File: config.mk
export PLATFORM = sky130hd
export DESIGN_NAME = uart_tx_module
export DESIGN_NICKNAME = d
export VERILOG_FILES = /design/src/rtl/uart_tx_module.sv
export SDC_FILE = /design/constraint.sdc
export NUM_CORES = 1
export LEC_CHECK = 0
export ABC_AREA = 1
export BUFFER_PORTS_ARGS = -buffer_cell sky130_fd_sc_hd__buf_2
export CAP_MARGIN = 15
export CORE_AREA = 2 2 76 78
export DETAILED_ROUTE_END_ITERATION = 6
export DIE_AREA = 0 0 78 80
export PLACE_DENSITY_LB_ADDON = 0.12
export RECOVER_POWER = 50
export SYNTH_ARGS = -nofsm -noshare
export SYNTH_HDL_FRONTEND = slang
export SYNTH_SLANG_ARGS = --single-unit
File: constraint.sdc
create_clock -name sysclk -period 2.8 [get_ports sysclk]
set_clock_uncertainty 0.15 [all_clocks]
set_input_delay 0.14 -clock sysclk [delete_from_list [all_inputs] [get_ports sysclk]]
set_output_delay 0.14 -clock sysclk [all_outputs]
set_load 0.05 [all_outputs]
File: src/rtl/uart_tx_module.sv
// 8N1 UART transmitter, LSB first, with a tx_en_sig/tx_done_sig handshake.
// Line output and status flags are registered; the FSM waits in RELEASE until enable drops.
module uart_tx_module #(
  parameter int CLK_FREQ  = 50_000_000,
  parameter int BAUD_RATE = 9600
) (
  input  logic       sysclk,
  input  logic       rst_n,
  input  logic       tx_en_sig,
  input  logic [7:0] tx_data,
  output logic       tx_done_sig,
  output logic       tx_busy,
  output logic       tx_pin_out
);

  localparam int unsigned BAUD_DIV = CLK_FREQ / BAUD_RATE;
  localparam int unsigned CW       = $clog2(BAUD_DIV);
  localparam logic [CW-1:0] CNT_MAX = CW'(BAUD_DIV - 1);

  typedef enum logic [2:0] {
    S_IDLE,
    S_START,
    S_DATA,
    S_STOP,
    S_DONE,
    S_RELEASE
  } state_t;

  state_t        r_state, w_state_nxt;
  logic [CW-1:0] r_cnt, w_cnt_nxt;
  logic [2:0]    r_idx, w_idx_nxt;
  logic [7:0]    r_shift, w_shift_nxt;
  logic          r_pin, w_pin_nxt;
  logic          r_done, w_done_nxt;
  logic          r_busy, w_busy_nxt;
  logic          w_bit_end;
  logic [2:0]    w_idx_inc;

  assign w_bit_end = (r_cnt == CNT_MAX);
  assign w_idx_inc = r_idx + 3'd1;

  always_ff @(posedge sysclk or negedge rst_n) begin
    if (!rst_n) begin
      r_state <= S_IDLE;
      r_cnt   <= '0;
      r_idx   <= '0;
      r_shift <= '0;
      r_pin   <= 1'b1;
      r_done  <= 1'b0;
      r_busy  <= 1'b0;
    end else begin
      r_state <= w_state_nxt;
      r_cnt   <= w_cnt_nxt;
      r_idx   <= w_idx_nxt;
      r_shift <= w_shift_nxt;
      r_pin   <= w_pin_nxt;
      r_done  <= w_done_nxt;
      r_busy  <= w_busy_nxt;
    end
  end

  // Each output is computed one cycle ahead so the registered line changes on the bit edge itself.
  always_comb begin
    w_state_nxt = r_state;
    w_cnt_nxt   = '0;
    w_idx_nxt   = r_idx;
    w_shift_nxt = r_shift;
    w_pin_nxt   = r_pin;
    w_done_nxt  = 1'b0;
    w_busy_nxt  = r_busy;
    unique case (r_state)
      S_IDLE: begin
        w_pin_nxt = 1'b1;
        if (tx_en_sig) begin
          w_shift_nxt = tx_data;
          w_pin_nxt   = 1'b0;
          w_busy_nxt  = 1'b1;
          w_state_nxt = S_START;
        end
      end
      S_START: begin
        w_cnt_nxt = r_cnt + 1'b1;
        if (w_bit_end) begin
          w_cnt_nxt   = '0;
          w_idx_nxt   = '0;
          w_pin_nxt   = r_shift[0];
          w_state_nxt = S_DATA;
        end
      end
      S_DATA: begin
        w_cnt_nxt = r_cnt + 1'b1;
        if (w_bit_end) begin
          w_cnt_nxt = '0;
          if (r_idx == 3'd7) begin
            w_pin_nxt   = 1'b1;
            w_state_nxt = S_STOP;
          end else begin
            w_idx_nxt = w_idx_inc;
            w_pin_nxt = r_shift[w_idx_inc];
          end
        end
      end
      S_STOP: begin
        w_cnt_nxt = r_cnt + 1'b1;
        if (w_bit_end) begin
          w_cnt_nxt   = '0;
          w_done_nxt  = 1'b1;
          w_state_nxt = S_DONE;
        end
      end
      S_DONE: begin
        w_busy_nxt  = 1'b0;
        w_state_nxt = S_RELEASE;
      end
      S_RELEASE: begin
        w_busy_nxt = 1'b0;
        if (!tx_en_sig) w_state_nxt = S_IDLE;
      end
      default: begin
        w_state_nxt = S_IDLE;
        w_pin_nxt   = 1'b1;
        w_busy_nxt  = 1'b0;
      end
    endcase
  end

  assign tx_pin_out  = r_pin;
  assign tx_done_sig = r_done;
  assign tx_busy     = r_busy;

endmodule

# == Word-level counts from Yosys, hierarchy flattened ==
# Index checks and enable logic that the tools add are counted.
# totals
reg_bits,30
in_bits,11
elab_cells,59
# classes
add_sub_neg,2
order_cmp,1
n_eq_ne,14
muxes,24
bitwise,2
reduce_logical,9
# op_table
operator,n
$mux 3,9
$mux 13,2
$pmux 3 s6,1
$ne 2x2->1 const B,7
$add 13x1->13 const B,1
$eq 13x13->1 const B,1
$eq 3x3->1 const B,3
$mux 1,8
$eq 3x2->1 const B,2
$pmux 3 s2,1
$reduce_and 6->1,1
$reduce_or 3->1,2
$lt 3x4->1 const B,1
$pmux 1 s4,1
$reduce_and 2->1,2
$reduce_and 4->1,1
$add 3x1->3 const B,1
$bmux 1 s3,1
$eq 3x1->1 const B,1
$logic_not 3->1,1
$reduce_and 3->1,1
$not 1->1,2
$pmux 1 s2,1
$reduce_bool 2->1,1

# == Logic depth before layout (Yosys ltp) ==
# Gate-level depths: netlist of run 1.
# logic_depth
depth_word,6
mapped_depth,10
depth_no_buf,10

# == Worst setup path after synthesis of run 1 ==
# No wires, ideal clock.
# synth_path
path_kind,register to register
from,register r_idx[0]
to,register r_pin (netlist: tx_pin_out)
setup_ns,0.079
arrival_ns,1.397
required_ns,2.571
setup_slack_ns,1.175
path_stages_with_launch,11
period_less_slack_ns,1.625
cell_sequence,dfrtp_1 -> ha_1 -> ha_1 -> inv_1 -> nand3_1 -> nand3_1 -> nand3_1 -> nand2_1 -> inv_1 -> nor2_1 -> nor2_1
# synth_via
elab_chain_cells,6
word_cells_on_any_way,7
# synth_lines
element,line_no,text
from (decl),31,"logic [2:0] r_idx, w_idx_nxt;"
from (signal assigned),54,r_idx <= w_idx_nxt;
$add 3x1->3,40,assign w_idx_inc = r_idx + 3'd1;
$bmux 1 s3,99,w_pin_nxt = r_shift[w_idx_inc];
$mux 1 (implied by the code),99,
$mux 1 (*),94,if (r_idx == 3'd7) begin
$mux 1 (*),92,if (w_bit_end) begin
$pmux 1 s4 (*),71,unique case (r_state)
to (signal assigned),56,r_pin <= w_pin_nxt;
to (decl),33,"logic r_pin, w_pin_nxt;"
# Mark *: on every way between the ends. The rest lies on a longest branch, timed or not. The select of a mux whose other input is x is not followed.
# A chain may end at the register's enable or synchronous reset.

==> summary.md, run 1 <==
| Metric | Value |
|---|---|
| Largest net degree at the start of global routing | 31 |
| R2R setup slack | 0.99 ns |
| Initial Util | 29.2% |
| Vias in the first global route | 1267 |
| Area grow syn2layout | 20.7% |
| Inserted Diodes | 0 |
| Area share of the largest cell type after synthesis | 46.0% |
| Inserted Clock Buffers | 5 |
| Most frequent cell after synthesis | nand2_1 |
| Fmax | 522 MHz |
| Chip height | 80 um |
| Synth Area per Inst | 8.72 um^2 |
| RSZ-0062 raised after global routing | false |
| Clk buf depth | 2 |
| Chip width | 78 um |
| CTS tree | built |
| R2R cell count | 10 |
| Post-synthesis async set-or-reset flop share | 100% |
| CTS H-tree depth | 2 |
| Hold_sp | tx_en_sig |
| Worst R2R End | tx_pin_out |
| Arr. time, crit path | 1.85 ns |
| Clk pin slew, worst setup/hold paths | 0.06 ns |
| CP startpoint kind | input port |
| DRT Pass-1 Iters | 4 |
| Total power | 814 uW |
| Final non-filler cell area | 1900 um^2 |
| Final core utilization | 35.2% |
| Final wirelength | 3.12 mm |
| Worst Hold Depth | 3 |
| Placer Congestion | 0.780 |
| Psw | 170 uW |
| Share of cells above drive strength 1 | 22.9% |
| First-pass GRT wire length | 5.72 mm |
| Clock root buffer | clkbuf_8 |
| IO Port Bufs | 13 |
| Vias/cell | 4.38 |
| Yosys warnings | 0 |
| Area of the die | 6240 um^2 |
| Drt drc | 0 |
| Leakage power | 0.000894 uW |
| PD cells | 427 nW/um^2 |
| # rows | 27 |
| Failing checks | capacitance limit, slew limit |
| CP bufs+invs | 2 |
| Worst path max stage delay | 1.19 ns |
| Internal | 644 uW |
| Worst hold-check path type | input port to flop |
| Fin. max-slew vios | 31 |
| Post-route antenna net violation count | 0 |
| Crit path max-delay family | buffers and inverters |
| Synth top area cells | dfrtp_1 46%, nand2_1 8.6%, mux2_2 5.7% |
| Post-route minimum period | 1.92 ns |
| NumNets Final | 223 |
| I/O Pins | 14 |
| Setup violators final | 0 |
| Mapped cell area | 1580 um^2 |
| Mapped Cells | 181 |
| Critical path cell sequence | dlygate4sd3_1, clkbuf_1 |
| Synth Flop Type | dfrtp_1 |
| Initial antenna violation count | 0 |
| WL/cell | 11.0 um |
| Reg power frac | 53.3% |
| Seq/Total Area, Yosys | 47.7% |
| Final cycle utilization of the critical path | 68.5% |
| DRT iter0 DRCs | 20 |
| Combinational share of power | 3.0% |
| Max-Cap Viols | 1 |
| Peak supply drop | 190 uV |
| Setup bufs post-CTS | 0 |
| Area leader, netlist | dfrtp_1 |
| Clock Sinks | 30 |
| Switch share | 20.9% |
| CP required | 2.73 ns |
| Core Footprint | 5410 um^2 |
| Routed via count | 1236 |
| Hold EP | r_state[2] |
| Levels on crit path | 2 |
| Final TNS setup | 0 ns |
| Worst path slowest cell | clkbuf_1 |
| Slew HR | -9.67% |
| Placed instance area | 1730 um^2 |
| Status | finished, violations left |
| EDFF count, synth | 0 |
| Worst Setup End Kind | asynchronous set/reset pin |
| Clock power frac | 43.7% |
| Critical R2R Launch | r_idx[0] |
| Clock Latency Late Sink | 0.28 ns |
| Commonest cells in the netlist | 36 x nand2_1, 29 x dfrtp_1, 23 x nor2_1, 18 x inv_1, 15 x nand3_1 |
| Yosys cell types | 27 |
| Setup Crit Path Kind | input port to asynchronous set/reset pin |
| HPWL after detailed placement | 2.38 mm |
| Worst Max-Slew Pin Slew | 1.64 ns |
| Synth Register Bits | 30 |
| Syn nets | 195 |
| Fillcell total | 602 |
| Crit Path Max Fanout | 30 |
| Global route total overflow | 0 |
| Tot GR Track Use | 11.8% |
| Fin. Hold Viols | 0 |
-- kinds of logic after synthesis --
logic type | Yosys count | synth area share, %
AOI/OAI and AO/OA | 12 | 4.20
xor gates and xnor gates | 7 | 3.89
adders and majority gates | 3 | 2.38
buffers and inverters | 23 | 5.71
DFF | 30 | 47.7
muxes | 8 | 5.71
and+or+nand+nor | 98 | 30.5
-- tightest hold or removal path: stages --
cell     delay, ns
buf_2         0.11
nand2_2       0.07
o21ai_1       0.07
-- state kept, by name, summed over array words and instances, names as in the netlist --
| signal | cells |
|---|---|
| r_cnt | 13 |
| r_state | 3 |
| r_idx | 3 |
| r_shift | 8 |
| tx_done_sig | 1 |
| tx_busy | 1 |
| tx_pin_out | 1 |
-- power by group through the flow --
stage / combinational, uW / sequential, uW / clock, uW
4_1_cts: 25.9 / 433 / 375
6_report: 24.4 / 434 / 356
3_3_place_gp: 16.2 / 441 / 0
5_1_grt: 28.1 / 433 / 401
2_1_floorplan: 0.134 / 442 / 0
3_5_place_dp: 16.5 / 441 / 0
-- area by class of cell --
cell class | count | area (um^2) | share of cell area, %
repair buffers | 22 | 153 | 8.02
well taps | 72 | 90.1 | 4.73
clock inverters | 1 | 5.00 | 0.263
flip-flops and latches | 30 | 752 | 39.5
clock buffers | 7 | 86.3 | 4.53
multi-input cells | 128 | 736 | 38.6
inverters | 22 | 82.6 | 4.34
-- metal layers --
| metal | up-vias | GRT usage, % | share of wire [%] |
|---|---|---|---|
| li1 | 636 | - | - |
| met1 | 580 | 14.2 | 47 |
| met3 | 4 | 3.73 | 3.6 |
| met2 | 16 | 19.8 | 48 |
| met5 | - | 0 | 0 |
| met4 | 0 | 4.56 | 1.0 |
-- timing repair --
action	4_1_cts	5_1_grt
gates resized for setup	0	0
hold buffers	9	0
endpoints found under the hold margin	37	0
setup endpoints to repair	0	0
-- how the worst max path moves through the flow --
stage	start	endpoint	slack, ns
global route	rst_n	r_cnt[11]	0.51
detailed placement	r_idx[0]	tx_pin_out	0.97
CTS	r_idx[0]	tx_pin_out	0.97
global placement	r_idx[0]	tx_pin_out	1.0
finish	rst_n	r_state[1]	0.88
floorplan	r_idx[0]	tx_pin_out	1.17
-- cell usage in the layout, fill, tap and decap left out, types with 2 or more instances in the layout --
cell type,count
mux2_2,8
ha_1,3
clkbuf_1,3
inv_2,4
buf_2,11
nand3_1,15
inv_1,18
nand3_2,2
nand2_1,36
o21ai_1,5
a21oi_1,4
xor2_1,7
nor2_2,5
nand4_1,3
dfrtp_1,29
dlygate4sd3_1,9
clkbuf_8,6
nand2_2,6
nor2_1,23
nor3b_1,2
-- through the flow --
stage          instances  setup slack, ns  hold WS (ns)
2_1_floorplan        181             1.17        -0.306
3_3_place_gp         265            0.997        0.0780
3_5_place_dp         265            0.975        0.0757
4_1_cts              282            0.968       0.00413
5_1_grt              282            0.514        0.0301
6_report             282            0.883        0.0117
(Power assumes the default switching activity.)
==> run 2: changes to the inputs <==
Clock period 2.8 ns to 1.9 ns, I/O delays scaled along.
==> summary.md, run 2 (synthesis gave the netlist of run 1 again) <==
| Metric | Value |
|---|---|
| Status | finished, final reports clean |
| Core Footprint | 5410 um^2 |
| Initial antenna violation count | 0 |
| I/O Pins | 14 |
| Worst hold-check path type | input port to asynchronous set/reset pin |
| Most Used Layer, Global Route | met2 |
| DRT iter0 DRCs | 36 |
| Vias in the first global route | 1309 |
| Slew HR | 48.8% |
| Share of cells above drive strength 1 | 23.9% |
| Dpl cells | 267 |
| Leading registers by flop count | r_cnt x13, r_shift x8 |
| Inserted Diodes | 0 |
| CP startpoint kind | flop |
| Fmax | 590 MHz |
| RSZ-0062 raised after global routing | false |
| HPWL after detailed placement | 2.35 mm |
| # rows | 27 |
| Tot GR Track Use | 11.7% |
| Placer Congestion | 0.825 |
| Critical path cell sequence | ha_1, ha_1, inv_1, nand3_1, nand3_1, nand3_1, nand2_1, inv_1, nor2_1, nor2_1 |
| Worst path max stage delay | 0.39 ns |
| Clock Latency Late Sink | 0.28 ns |
| Reg area | 752 um^2 |
| Fillcell total | 568 |
| Chip width | 78 um |
| Fin. Hold Viols | 0 |
| Setup violators final | 0 |
| Worst Setup End Kind | flop |
| Final wirelength | 3.08 mm |
| Fin. max-slew vios | 0 |
| Inserted Clock Buffers | 5 |
| Vias/cell | 4.42 |
| Clock Sinks | 30 |
| DRT Pass-1 Iters | 4 |
| # resized after CTS | 0 |
| Clk buf depth | 2 |
| CP required | 1.96 ns |
| Leakage power | 0.000912 uW |
| Area of the die | 6240 um^2 |
| Commonest non-fill, non-tap cell in the layout | nand2_1 |
| Drt drc | 0 |
| Biggest register | r_cnt |
| IO Port Bufs | 13 |
| CTS H-tree depth | 2 |
| Crit Path Max Fanout | 3 |
| Arr. time, crit path | 1.76 ns |
| Final TNS setup | 0 ns |
| Setup bufs post-CTS | 0 |
| Crit path max-delay family | adder cells |
| CP bufs+invs | 2 |
| Worst Max-Slew Pin Slew | 0.767 ns |
| Fin cells | 285 |
| Worst path slowest cell | dfrtp_1 |
| Setup Crit Path Kind | flop to flop |
| Crit path top cell by count | nand3_1 |
| Clock root buffer | clkbuf_8 |
| PD cells | 621 nW/um^2 |
| Most frequent cells in the layout | 36 x nand2_1, 29 x dfrtp_1, 23 x nor2_1, 18 x inv_1, 15 x nand3_1 |
| WL/cell | 10.8 um |
| Largest net degree at the start of global routing | 31 |
| NumNets Final | 226 |
| Post-route antenna net violation count | 0 |
| CTS tree | built |
| GR Util met3 | 2.71% |
| Routed via count | 1260 |
| Max reg flops | 13 |
| Met1 track demand over resource | 14.2% |
| Chip height | 80 um |
| Post-route minimum period | 1.70 ns |
| Max-Cap Viols | 0 |
| Final cycle utilization of the critical path | 89.2% |
| Initial Util | 29.2% |
| First-pass GRT wire length | 5.65 mm |
| Met2 Track Usage GR | 19.4% |
| Clk pin slew, worst setup/hold paths | 0.07 ns |
| Area grow syn2layout | 22.4% |
| Peak supply drop | 301 uV |
| Multi-input logic area | 736 um^2 |
| Hold Buf Count CTS | 10 |
| Global route total overflow | 0 |
## run 2: cell types whose count changed in the layout (fill, tap and decap cells not counted), sizes merged
cell	previous run	this run
buf	11	13
dlygate4sd3	9	10
## run 2: power breakdown
| part | switching, uW | internal (uW) | total (uW) |
|---|---|---|---|
| registers | 0 | 639 | 639 |
| clock network | 231 | 292 | 522 |
| logic | 17.8 | 20.5 | 38.4 |
| total | 248 | 951 | 1200 |
## run 2: cell type report
type                       count  area share [%]
tap                           72            4.67
sequential                    30            39.0
inverter                      22            4.28
timing repair buffer          25            9.27
multi-input combinational    128            38.1
clock buffer                   7            4.47
clock inverter                 1           0.259
## run 2: final timing paths
check,startpoint,cells past startpoint,slack (ns),to
min,rst_n,2,0.27,r_cnt[7]
max reg2reg,r_idx[0],10,0.20,tx_pin_out
max,r_idx[0],10,0.20,tx_pin_out
max in group asynchronous,rst_n,2,0.84,r_idx[2]
min in group sysclk,r_cnt[0],1,0.31,r_cnt[0]
min reg2reg,r_cnt[0],1,0.31,r_cnt[0]
## run 2: routing by layer
layer / wire length (um) / part of all wire, %
met2: 1560 / 51
met3: 109 / 3.5
met4: 58 / 1.9
met1: 1350 / 44
met5: 0 / 0
## run 2: stage by stage
step,util (%),total power [uW],hold slack [ns],setup WS [ns],area (um^2)
after floorplan,-,651,-0.351,0.275,1580
after global placement,32.2,674,0.0251,0.188,1740
after detailed placement,32.2,675,0.0379,0.190,1740
after CTS,35.7,1220,0.273,0.189,1930
after global routing,35.7,1260,0.328,0.0164,1930
final,35.7,1200,0.271,0.205,1930
## run 2: worst register-to-register path, cell delays in order (launching register included)
cell     delay (ns)
dfrtp_1        0.39
ha_1           0.20
ha_1           0.30
inv_1          0.11
nand3_1        0.08
nand3_1        0.08
nand3_1        0.09
nand2_1        0.07
inv_1          0.04
nor2_1         0.08
nor2_1         0.05
